<file path="src/rtl/memory_pkg.sv">
// memory_pkg: shared types and helpers for sync_memory.
package memory_pkg;

    typedef enum logic {CLEAR, IDLE} state_t;

    localparam int MAX_LANE_WIDTH = 64;

    function automatic int lanes(input int data_width, input int byte_width);
        return data_width / byte_width;
    endfunction

    function automatic int depth(input int addr_width);
        return 1 << addr_width;
    endfunction

    // Even parity of one lane; narrower lanes are zero-extended by the caller.
    function automatic logic lane_parity(input logic [MAX_LANE_WIDTH-1:0] b);
        return ^b;
    endfunction

endpackage

</file>
<file path="src/rtl/memory_rd_pipe.sv">
// memory_rd_pipe: LATENCY-stage read data/valid/parity-error pipeline, flushed by rst.
module memory_rd_pipe
    import memory_pkg::*;
#(
    parameter int DATA_WIDTH = 16,
    parameter int LATENCY    = 1
) (
    input  logic                  clk,
    input  logic                  rst,
    input  logic                  in_valid,
    input  logic [DATA_WIDTH-1:0] in_data,
    input  logic                  in_perr,
    output logic                  out_valid,
    output logic [DATA_WIDTH-1:0] out_data,
    output logic                  out_perr
);

    logic [LATENCY-1:0]                 v, p;
    logic [LATENCY-1:0][DATA_WIDTH-1:0] d;
    logic [LATENCY:0]                   vs, ps;
    logic [LATENCY:0][DATA_WIDTH-1:0]   ds;

    assign vs = {v, in_valid};
    assign ps = {p, in_valid & in_perr};
    assign ds = {d, in_data};

    // Data stages load only with a valid beat so the output holds the last read.
    always_ff @(posedge clk) begin
        if (rst) begin
            v <= '0;
            p <= '0;
            d <= '0;
        end else begin
            v <= vs[LATENCY-1:0];
            p <= ps[LATENCY-1:0];
            for (int i = 0; i < LATENCY; i++)
                if (vs[i]) d[i] <= ds[i];
        end
    end

    assign out_valid = v[LATENCY-1];
    assign out_data  = d[LATENCY-1];
    assign out_perr  = p[LATENCY-1];

endmodule

</file>
<file path="src/rtl/sync_memory.sv">
// sync_memory: single-port RAM with byte enables, read latency pipeline and post-reset clear sweep.
// Optional per-lane even parity when MEMORY_PARITY_EN is defined.
module sync_memory
    import memory_pkg::*;
#(
    parameter int                    ADDR_WIDTH  = 5,
    parameter int                    DATA_WIDTH  = 16,
    parameter int                    BYTE_WIDTH  = 8,
    parameter int                    RD_LATENCY  = 1,
    parameter logic [DATA_WIDTH-1:0] CLEAR_VALUE = '0
) (
    input  logic                             clk,
    input  logic                             rst,
    input  logic [ADDR_WIDTH-1:0]            addr,
    input  logic                             wr,
    input  logic [DATA_WIDTH/BYTE_WIDTH-1:0] be,
    input  logic [DATA_WIDTH-1:0]            wdata,
    input  logic                             rd,
`ifdef MEMORY_PARITY_EN
    input  logic                             par_inject,
`endif
    output logic [DATA_WIDTH-1:0]            rdata,
    output logic                             rvalid,
    output logic                             busy,
    output logic                             parity_err
);

    localparam int NB    = lanes(DATA_WIDTH, BYTE_WIDTH);
    localparam int DEPTH = depth(ADDR_WIDTH);

    if (DATA_WIDTH % BYTE_WIDTH != 0) begin : g_bad_width
        $error("DATA_WIDTH must be a multiple of BYTE_WIDTH");
    end
    if (RD_LATENCY != 1 && RD_LATENCY != 2) begin : g_bad_latency
        $error("RD_LATENCY must be 1 or 2");
    end

    state_t                  state, state_n;
    logic [ADDR_WIDTH-1:0]   clr_addr;
    logic [DATA_WIDTH-1:0]   mem [DEPTH];
    logic                    sweep, acc_wr, acc_rd, rd_perr;

    assign busy   = state == CLEAR;
    assign sweep  = busy & ~rst;
    assign acc_wr = wr & ~busy & ~rst;
    assign acc_rd = rd & ~busy;

    always_ff @(posedge clk) begin
        if (rst) begin
            state    <= CLEAR;
            clr_addr <= '0;
        end else begin
            state    <= state_n;
            clr_addr <= busy ? clr_addr + 1'b1 : clr_addr;
        end
    end

    always_comb begin
        state_n = (state == CLEAR && &clr_addr) ? IDLE : state;
    end

    always_ff @(posedge clk) begin
        if (sweep)
            mem[clr_addr] <= CLEAR_VALUE;
        else if (acc_wr)
            for (int i = 0; i < NB; i++)
                if (be[i]) mem[addr][i*BYTE_WIDTH +: BYTE_WIDTH] <= wdata[i*BYTE_WIDTH +: BYTE_WIDTH];
    end

`ifdef MEMORY_PARITY_EN
    logic [NB-1:0] par [DEPTH];
    logic [NB-1:0] clr_par, rd_par;

    always_comb begin
        clr_par = '0;
        rd_par  = '0;
        for (int i = 0; i < NB; i++) begin
            clr_par[i] = lane_parity(MAX_LANE_WIDTH'(CLEAR_VALUE[i*BYTE_WIDTH +: BYTE_WIDTH]));
            rd_par[i]  = lane_parity(MAX_LANE_WIDTH'(mem[addr][i*BYTE_WIDTH +: BYTE_WIDTH]));
        end
    end

    // par_inject flips lane 0's stored parity so the checker can be exercised.
    always_ff @(posedge clk) begin
        if (sweep)
            par[clr_addr] <= clr_par;
        else if (acc_wr)
            for (int i = 0; i < NB; i++)
                if (be[i])
                    par[addr][i] <= lane_parity(MAX_LANE_WIDTH'(wdata[i*BYTE_WIDTH +: BYTE_WIDTH]))
                                    ^ (i == 0 && par_inject);
    end

    assign rd_perr = |(rd_par ^ par[addr]);
`else
    assign rd_perr = 1'b0;
`endif

    memory_rd_pipe #(
        .DATA_WIDTH (DATA_WIDTH),
        .LATENCY    (RD_LATENCY)
    ) u_rd_pipe (
        .clk       (clk),
        .rst       (rst),
        .in_valid  (acc_rd),
        .in_data   (mem[addr]),
        .in_perr   (rd_perr),
        .out_valid (rvalid),
        .out_data  (rdata),
        .out_perr  (parity_err)
    );

endmodule

</file>
<file path="config.mk">
export PLATFORM = sky130hd
export DESIGN_NAME = sync_memory
export DESIGN_NICKNAME = d
export VERILOG_FILES = /design/src/rtl/memory_pkg.sv /design/src/rtl/memory_rd_pipe.sv /design/src/rtl/sync_memory.sv
export SDC_FILE = /design/constraint.sdc
export NUM_CORES = 1
export LEC_CHECK = 0
export BUFFER_PORTS_ARGS = -buffer_cell sky130_fd_sc_hd__buf_2
export CAP_MARGIN = 20
export CORE_MARGIN = 2
export CORE_UTILIZATION = 45
export DETAILED_ROUTE_END_ITERATION = 10
export GPL_TIMING_DRIVEN = 0
export PLACE_DENSITY = 0.72
export SLEW_MARGIN = 15
export SYNTH_ARGS = -nofsm -noshare
export SYNTH_HDL_FRONTEND = slang
export SYNTH_SLANG_ARGS = --single-unit
</file>
<file path="constraint.sdc">
create_clock -name clk -period 2.23 [get_ports clk]
set_input_delay 0.1115 -clock clk [delete_from_list [all_inputs] [get_ports clk]]
set_output_delay 0.1115 -clock clk [all_outputs]
set_load 0.05 [all_outputs]
</file>
==> run metrics, run 1 <==
Synth Area per Inst approximately 17 um^2; hold crit path type primary input to register; GR Util met3 0.0706; core area 0.0468 mm^2; Synth cell types 39; via count around 13000; Clock power frac 0.405; Place WS -1.11 ns; CTS Buffer Depth 3; Iter 0 DRT Violations approximately 1600; R2R Setup Slk -0.09 ns; Final period util 1.04; vias in the first global route 12600; synth warn 0; Mapped Cells 1270; Hold Startpoint wdata[6]; Worst setup SP type register; initial antenna violation count 1; Hold Vio Cnt, Final 0; sequential power share 0.543; RSZ-0062 raised after global routing yes; worst-path maximum fanout 8; fmax around 430 MHz; GR Util met1 0.288; R2R cell count 4; CP peak stage delay ~0.52 ns; Final #Nets roughly 1500; GR Overflow Total 0; Synth Flop Type edfxtp_1; run status finished with violations; NetSw approximately 0.0044 W; Die Area around 0.049 mm^2; hold path depth 2; Seq cells post-synth approximately 540; clock sink total about 540; Pint between 0.015 and 0.02 W; cells along the critical path buf_6, a21oi_2, nand2_2, nor2_2; Die H around 220 um; Cell Area, Synth between 0.02 and 0.025 mm^2; CTS clk-pin slew, worst paths approximately 0.060 ns; Finish-stage setup viols 86; Yosys top cell by area edfxtp_1; Post-synth top cells 512 x edfxtp_1, 261 x mux2i_1, 128 x a22oi_1, 96 x nor2_1, 70 x a21oi_1; Initial DRT Pass Iterations 5; vias per inst around 6.1; largest net degree at the start of global routing 33; Synthesized Nets ~1300; Routed WL 57800 um; Worst Clk Skew 0.0215 ns; CTS Buf Count 52; fin. max-slew vios 0; Final HPWL DP 37400 um; Combinational Power Share 0.052; Hold WS between 0.03 and 0.04 ns; Total GRT Usage 0.232; ANT nets after route 0; CTS Root Cell clkbuf_16; worst skew pair latency approximately 0.61 ns; most frequent cell after synthesis edfxtp_1; Hold Path Sink mem[11][6]; Starting Density 0.458; Final TNS setup -3.36 ns; Data arrival, critical path 2.56 ns; met2 Use GR 0.374; sw frac 0.218; Setup WS post-layout -0.0885 ns; failing checks negative setup slack; fillers about 3500; layout cell share with drive strength beyond 1 0.232; drt wl/cell ~28 um; Setup crit end kind register; # DRC 0; Post-synth EDFFs approximately 510; ranking of synthesized cells by area edfxtp_1 72%, mux2i_1 12%, a22oi_1 4.5%, dfxtp_1 2.2%, nor2_1 1.7%; Reg2Reg Launch Point state; RePlAce Congestion approximately 0.96; sequential area share after synthesis 0.740; num ports 46; Crit Path Category register to register; Slowest cell on crit path a21oi_2; global-route wire length before repair 82700 um; CTS tree built; asr flop ratio synth 0; Power Density between 700 and 800 mW/mm^2; Syn-to-layout area delta 20.0%; Post-Route Utilization 0.549; Worst IR Drop VDD roughly 0.65 mV; most used routing layer met2; H-tree depth 2; port bufs 42; Pleak roughly 8 nW; slew margin rel. 0.241; Final min period between 2 and 2.5 ns; n_diodes 0; max_cap viols 0; Std-Cell Rows ~80; RR Endpoint mem[24][9]; die span in x approximately 220 um; Synth top area share 0.719; Req. time, crit path 2.47 ns; Slew @ Worst Pin ~1.1 ns
-- sequential cells by signal, indices dropped and copies added, names as in the netlist --
name                 count
mem                    512
u_rd_pipe.out_data      16
clr_addr                 5
state                    1
u_rd_pipe.out_valid      1
-- metrics by stage --
stage                     std cells  power [W]  instance area, um^2
after floorplan                1270     0.0117                21400
after global placement         1919     0.0120                22400
after detailed placement       1924     0.0120                22500
after CTS                      2071     0.0201                25600
after global routing           2075     0.0206                25700
final                          2075     0.0201                25700
-- cell families (layout without fill, tap and decap cells) --
family | after synthesis | count (layout) | share of synthesized area
fa+ha+maj | 2 | 2 | 0.00117
buf+inv | 82 | 280 | 0.0250
flops | 535 | 535 | 0.740
mux | 262 | 262 | 0.123
xor+xnor | 3 | 3 | 0.00123
simple gates | 167 | 167 | 0.0378
compound gates | 218 | 218 | 0.0719
other cells | 1 | 1 | 0.000175
-- critical path, delay by kind of cell (launching register included) --
| kind | cells | cell delay (ns) |
|---|---|---|
| DFF | 1 | 0.31 |
| and+or+nand+nor | 2 | 0.99 |
| buffers and inverters | 1 | 0.13 |
| AOI/OAI and AO/OA | 1 | 0.52 |
-- power groups by stage --
| stage | clock network [W] | registers [W] | logic [W] |
|---|---|---|---|
| floorplan | 0 | 0.0111 | 0.000531 |
| global placement | 0 | 0.0111 | 0.000845 |
| detailed placement | 0 | 0.0112 | 0.000856 |
| CTS | 0.00817 | 0.0109 | 0.00100 |
| global route | 0.00855 | 0.0109 | 0.00107 |
| finish | 0.00815 | 0.0109 | 0.00105 |
-- per-layer routing --
metal	wire (um)	vias to the layer above
li1	-	5337
met1	21500	6363
met2	27300	769
met3	6590	174
met4	2470	2
met5	10	-
-- cell type report --
cell class / count / area, um^2 / share of cell area
inverters: 3 / 11.3 / 0.000438
repair buffers: 103 / 1180 / 0.0461
clock inverters: 18 / 104 / 0.00404
clock buffers: 77 / 1450 / 0.0563
plain buffers: 79 / 553 / 0.0215
multi-input cells: 653 / 5790 / 0.225
well taps: 607 / 759 / 0.0296
flip-flops and latches: 535 / 15800 / 0.617
-- how the worst max path moves through the flow --
| stage | cells after the start | end | startpoint |
|---|---|---|---|
| 2_1_floorplan | 7 | mem[30][0] | state |
| 3_3_place_gp | 6 | mem[29][5] | state |
| 3_5_place_dp | 6 | mem[21][7] | state |
| 4_1_cts | 6 | mem[8][15] | state |
| 5_1_grt | 4 | mem[24][9] | clr_addr[3] |
| 6_report | 4 | mem[24][9] | state |
-- what timing repair did --
action                      CTS  global route
hold endpoints to repair     21            10
buffers inserted             50             3
gates cloned                  0             0
setup endpoints to repair  1037           772
pin swaps                    44             8
hold buffers                  2             1
gates resized for setup     200            24
-- cells in the final DEF (no fill, tap or decap), types with 6 or more instances in the layout --
cell,netlist,layout
clkinv_1,0,8
clkbuf_1,31,43
nor2_4,0,62
buf_12,1,37
a211oi_2,16,16
buf_8,1,6
a21oi_1,70,64
clkbuf_4,6,7
buf_2,11,51
a22oi_1,128,128
clkbuf_16,0,53
nor2_1,96,32
mux2i_1,261,258
clkbuf_2,1,9
and2_4,1,11
or4_1,16,16
dfxtp_1,23,22
edfxtp_1,512,512
buf_6,19,22
nand2b_1,6,6
buf_4,5,20
nand2_1,15,6
Note: power is estimated with default switching activity, not from simulation.
==> inputs of run 2 (changes only) <==
--- a/config.mk
+++ b/config.mk
@@ -11,7 +11,7 @@
 export CORE_UTILIZATION = 45
 export DETAILED_ROUTE_END_ITERATION = 10
 export GPL_TIMING_DRIVEN = 0
-export PLACE_DENSITY = 0.72
+export PLACE_DENSITY = 0.69
 export SLEW_MARGIN = 15
 export SYNTH_ARGS = -nofsm -noshare
 export SYNTH_HDL_FRONTEND = slang
==> constraint.sdc (replaced) <==
create_clock -name clk -period 2.15 [get_ports clk]
set_input_delay 0.1075 -clock clk [delete_from_list [all_inputs] [get_ports clk]]
set_output_delay 0.1075 -clock clk [all_outputs]
set_load 0.05 [all_outputs]
==> run 2 against run 1 <==
The run still ends with negative setup slack left; core utilization grew 0.71 points; design area grew 1.3%; clock skew grew 0.0064 ns; die area is the same; global-route usage grew 1.4 points; power grew 7.0%; register-to-register slack is essentially flat; non-clock buffer count grew 13; flip-flop and latch count is the same; via count grew 4.0%; first-iteration DRC count grew 20%; sequential power grew 4%; highest routed layer unchanged.
==> run metrics, run 2 (synthesized netlist as in run 1, its figures left out) <==
clock sink total 535 (unchanged); most flop-heavy register mem; hold crit path type primary input to register; via count 13100 (+4.0%); Final HPWL DP 38000 um (+1.6%); max_cap viols 0 (unchanged); Final #Nets 1479 (+1.6%); Power Total 0.0216 W (+7.0%); fin. max-slew vios 0 (unchanged); Power Density 829 mW/mm^2 (+5.7%); CTS Buffer Depth 3 (unchanged); num ports 46 (unchanged); Initial DRT Pass Iterations 5 (unchanged); Slew @ Worst Pin 1.12 ns (-0.0188 ns); Starting Density 0.458 (unchanged); vias per inst 6.25 (+2.6%); core area 0.0468 mm^2 (unchanged); most common cell after layout, fill and taps aside edfxtp_1; drt wl/cell 29.7 um (+6.5%); Worst IR Drop VDD 0.560 mV (-14%); Std-Cell Rows 79 (unchanged); most frequent cells in the layout 512 x edfxtp_1, 258 x mux2i_1, 128 x a22oi_1; Die H 222 um (unchanged); Hold Vio Cnt, Final 0 (unchanged); CTS tree built; CTS clk-pin slew, worst paths 0.07 ns (about the same); Place WS -1.13 ns (-0.0191 ns); Final min period 2.25 ns (-0.0704 ns); Largest register FFs 512 (unchanged); Worst Clk Skew 0.0280 ns (+0.00643 ns); fmax 445 MHz (+3.1%); worst-path maximum fanout 10 (+2); RePlAce Congestion 0.989 (+3.1%); Iter 0 DRT Violations 1931 (+20%); vias in the first global route 12600 (-0.42%); Setup WS post-layout -0.0981 ns (-0.00956 ns); ANT nets after route 0 (unchanged); Worst setup SP type register; initial antenna violation count 2 (+1); H-tree depth 2 (unchanged); CTS Buf Count 53 (+1.9%); Final period util 1.05 (+0.00592); Finish-stage setup viols 395 (+360%); Data arrival, critical path 2.53 ns (-0.03 ns); Syn-to-layout area delta 21.6%; worst skew pair latency 0.62 ns (about the same); CTS Root Cell clkbuf_16; Die Area 0.0493 mm^2 (unchanged); Crit Path Category register to register; run status finished with violations; layout cell share with drive strength beyond 1 0.251 (+0.0185); failing checks negative setup slack; port bufs 42 (unchanged); Setup crit end kind register; Req. time, crit path 2.43 ns (-0.04 ns); # DRC 0 (unchanged); RSZ-0062 raised after global routing yes; Pleak 8.35 nW (+2.2%); n_diodes 0 (unchanged); global-route wire length before repair 86500 um (+4.6%); Routed WL 62400 um (+7.9%); GR Overflow Total 0 (unchanged); largest net degree at the start of global routing 33 (unchanged); die span in x 222 um (unchanged); slew margin rel. 0.253 (+0.0125); Total GRT Usage 0.246 (+0.0138)
## run 2: worst max-delay path: stages, from the launching register on
cell	delay [ns]
dfxtp_1	0.67
nand2_1	0.20
nor3b_1	0.37
a41oi_2	0.12
buf_2	0.25
nor2_4	0.29
## run 2: layout make-up
| cell class | count | area, um^2 |
|---|---|---|
| clock inverter | 28 | 235 |
| sequential | 535 | 15800 |
| buffer | 77 | 549 |
| tap | 607 | 759 |
| clock buffer | 72 | 1440 |
| multi-input combinational | 662 | 5930 |
| inverter | 3 | 11.3 |
| fill | 3469 | 20700 |
| timing repair buffer | 118 | 1250 |
## run 2: per-layer routing
layer | vias up | global-route usage | share of wire
li1 | 5393 | - | -
met1 | 6682 | 0.336 | 0.39
met2 | 889 | 0.383 | 0.46
met3 | 180 | 0.0559 | 0.11
met4 | 2 | 0.0985 | 0.042
met5 | - | 0 | 0.00021
## run 2: per-stage QoR
step                utilization  setup TNS (ns)  instance area (um^2)  std cells  hold slack, ns
floorplan                     -          -37.08                 21500       1270           0.449
global placement          0.480         -891.47                 22500       1919           0.517
detailed placement        0.483         -819.39                 22600       1924           0.528
CTS                       0.551           -2.80                 25800       2094          0.0345
global route              0.556          -29.72                 26000       2102          0.0371
finish                    0.556          -13.92                 26000       2102          0.0513
## run 2: worst paths after layout
kind                                 end  slack [ns]  cells after the start                   start
hold / removal                mem[8][11]        0.05                      2               wdata[11]
setup / recovery              mem[31][5]        -0.1                      5             clr_addr[2]
setup reg to reg              mem[31][5]        -0.1                      5             clr_addr[2]
hold reg to reg   u_rd_pipe.out_data[14]        0.54                      2  u_rd_pipe.out_data[14]
## run 2: report_power, final
part | switching, W | internal, W | leakage (nW)
Sequential | 0.0000288 | 0.0113 | 4.21
Clock | 0.00392 | 0.00516 | 0.809
Combinational | 0.000770 | 0.000352 | 3.33
Total | 0.00472 | 0.0168 | 8.35
## run 2: what timing repair did
action                      CTS  global route
cloned                        8             1
hold endpoints to repair     12             0
pin swaps                    56            19
setup buffers                62             9
hold buffers                  1             0
resized for setup           192            33
setup endpoints to repair  1041           892
==> inputs of run 3 (changes only) <==
==> constraint.sdc (replaced) <==
create_clock -name clk -period 2.7 [get_ports clk]
set_input_delay 0.135 -clock clk [delete_from_list [all_inputs] [get_ports clk]]
set_output_delay 0.135 -clock clk [all_outputs]
set_load 0.05 [all_outputs]
==> run 3 against run 2 <==
The flow still finishes with violations (negative setup slack); first-iteration DRC count shrank 18%; final cell count is 2.0% lower; combinational power decreased by 27%; flip-flop and latch count did not move; routed wire length down 7.2%; setup slack got worse by 0.041 ns; largest power group unchanged; power is 22% lower; design area shrank 2.5%.
==> run metrics, run 3 (synthesized netlist as in run 1, its figures left out) <==
CTS tree built; RePlAce Congestion 0.919 (-7.1%); Routed WL 57800 um (-7.2%); Pint 0.0132 W (-21%); Initial DRT Pass Iterations 7 (+2); WP buf/inv 2 (+1); CTS Root Cell clkbuf_16; drt wl/cell 28.1 um (-5.4%); Final HPWL DP 37600 um (-0.99%); Req. time, crit path 2.94 ns (+0.51 ns); Final period util 1.05 (+0.00585); ANT nets after route 0 (unchanged); most used cell along the critical path nand2_1; worst skew pair latency 0.60 ns (-0.02 ns); Power Density 665 mW/mm^2 (-20%); run status finished with violations; most flop-heavy register mem; CTS clk-pin slew, worst paths 0.06 ns (about the same); largest net degree at the start of global routing 33 (unchanged); clock sink total 535 (unchanged); Data arrival, critical path 3.08 ns (+0.55 ns); Finish-stage setup viols 220 (-44%); sw frac 0.215 (-0.00406); hold crit path type primary input to register; Die Area 0.0493 mm^2 (unchanged); initial antenna violation count 1 (-1); Total GRT Usage 0.233 (-0.0128); die span in x 222 um (unchanged); slew margin rel. 0.271 (+0.0172); Slowest cell on crit path nor2_2; Clock power frac 0.416 (-0.006); max_cap viols 0 (unchanged); Iter 0 DRT Violations 1580 (-18%); Setup WS post-layout -0.139 ns (-0.0409 ns); Setup crit end kind register; failing checks negative setup slack; CTS Buf Count 53 (unchanged); RSZ-0062 raised after global routing yes; worst-path maximum fanout 10 (unchanged); Crit Path Category register to register; num ports 46 (unchanged); Std-Cell Rows 79 (unchanged); NetSw 0.00362 W (-23%); layout cell share with drive strength beyond 1 0.219 (-0.0318); Worst Clk Skew 0.0217 ns (-0.00631 ns); Hold Vio Cnt, Final 0 (unchanged); Post-Route Utilization 0.542 (-0.0141); H-tree depth 2 (unchanged); Pleak 8.06 nW (-3.4%); Syn-to-layout area delta 18.5%; Combinational Power Share 0.049 (-0.003); Final #Nets 1438 (-2.8%); fillers 3561 (+2.7%); GR Overflow Total 0 (unchanged); core area 0.0468 mm^2 (unchanged); sequential power share 0.536 (+0.010); # DRC 0 (unchanged); Die H 222 um (unchanged); most common cell after layout, fill and taps aside edfxtp_1; Starting Density 0.458 (unchanged); fin. max-slew vios 0 (unchanged); most frequent cells in the layout 512 x edfxtp_1, 258 x mux2i_1, 128 x a22oi_1; vias in the first global route 12300 (-1.9%); CTS Buffer Depth 3 (unchanged); vias per inst 6.08 (-2.8%); Largest register FFs 512 (unchanged); cells along the critical path clkbuf_4, nand2_1, nor3_4, buf_4, mux2_2, nand2_1, nor2_2; port bufs 42 (unchanged); Final min period 2.84 ns (+0.591 ns); CP peak stage delay 0.63 ns (-0.04 ns); Slew @ Worst Pin 1.09 ns (-0.0258 ns); Worst IR Drop VDD 0.581 mV (+3.7%); global-route wire length before repair 82300 um (-4.9%); Worst setup SP type register; fmax 352 MHz (-21%); Place WS -0.767 ns (+0.362 ns); crit-path leading delay family simple AND/OR/NAND/NOR gates; via count 12500 (-4.7%)
run 3: cell count changes in the layout (fill, tap and decap cells not counted), sizes merged, moves of 2 or more:
cell and change:
clkinv +6, clkinvlp -2, buf -37, bufinv -2, and2 -9, diode +2
run 3: worst reg2reg max path, delay by kind of cell, from the launching register on:
family | cells | cell delay, ns
buffers and inverters | 2 | 0.47
AND/OR/NAND/NOR | 4 | 1.44
multiplexers | 1 | 0.21
flip-flops | 1 | 0.35
run 3: timing repair:
| action | 4_1_cts | 5_1_grt |
|---|---|---|
| pin swaps | 19 | 22 |
| hold endpoints to repair | 3 | 0 |
| buffers inserted | 27 | 9 |
| hold buffers | 1 | 0 |
| gates cloned | 0 | 0 |
| gates resized for setup | 148 | 31 |
| endpoints found under the setup margin | 980 | 584 |
run 3: layout make-up:
cell class | instances | area, um^2 | area share
multi-input cells | 653 | 5700 | 0.225
clock inverters | 30 | 184 | 0.00725
repair buffers | 84 | 878 | 0.0346
clock buffers | 68 | 1460 | 0.0574
flip-flops and latches | 535 | 15800 | 0.624
diodes | 2 | 5.00 | 0.000197
inverters | 3 | 11.3 | 0.000444
well taps | 607 | 759 | 0.0299
plain buffers | 79 | 529 | 0.0209
run 3: power groups by stage:
stage          Sequential, W  Combinational, W  Clock, W
3_5_place_dp         0.00921          0.000718         0
6_report             0.00903          0.000818   0.00701
5_1_grt              0.00903          0.000836   0.00738
3_3_place_gp         0.00921          0.000711         0
4_1_cts              0.00903          0.000770   0.00703
2_1_floorplan        0.00920          0.000438         0
run 3: layer usage:
| layer | up-vias | part of all wire | track usage |
|---|---|---|---|
| li1 | 5307 | - | - |
| met1 | 6349 | 0.39 | 0.310 |
| met2 | 732 | 0.47 | 0.368 |
| met3 | 144 | 0.10 | 0.0591 |
| met4 | 0 | 0.042 | 0.0920 |
| met5 | - | 0 | 0 |
run 3: metrics by stage:
stage | instances | instance area, um^2 | hold WS, ns | TNS [ns] | total power (W)
final | 2061 | 25400 | 0.0702 | -7.00 | 0.0169
after global routing | 2059 | 25400 | 0.0791 | -24.73 | 0.0172
after CTS | 2050 | 25000 | 0.0728 | -25.46 | 0.0168
after detailed placement | 1924 | 22500 | 0.518 | -488.25 | 0.00993
after global placement | 1919 | 22400 | 0.500 | -538.24 | 0.00992
after floorplan | 1270 | 21400 | 0.453 | 0 | 0.00964
run 3: path summary, 6_finish.rpt:
check,slack [ns],cells past startpoint,from,end
setup / recovery,-0.14,7,state,mem[16][12]
hold / removal,0.07,2,wdata[6],mem[8][6]
setup reg to reg,-0.14,7,state,mem[16][12]
hold reg to reg,0.54,2,u_rd_pipe.out_data[14],u_rd_pipe.out_data[14]
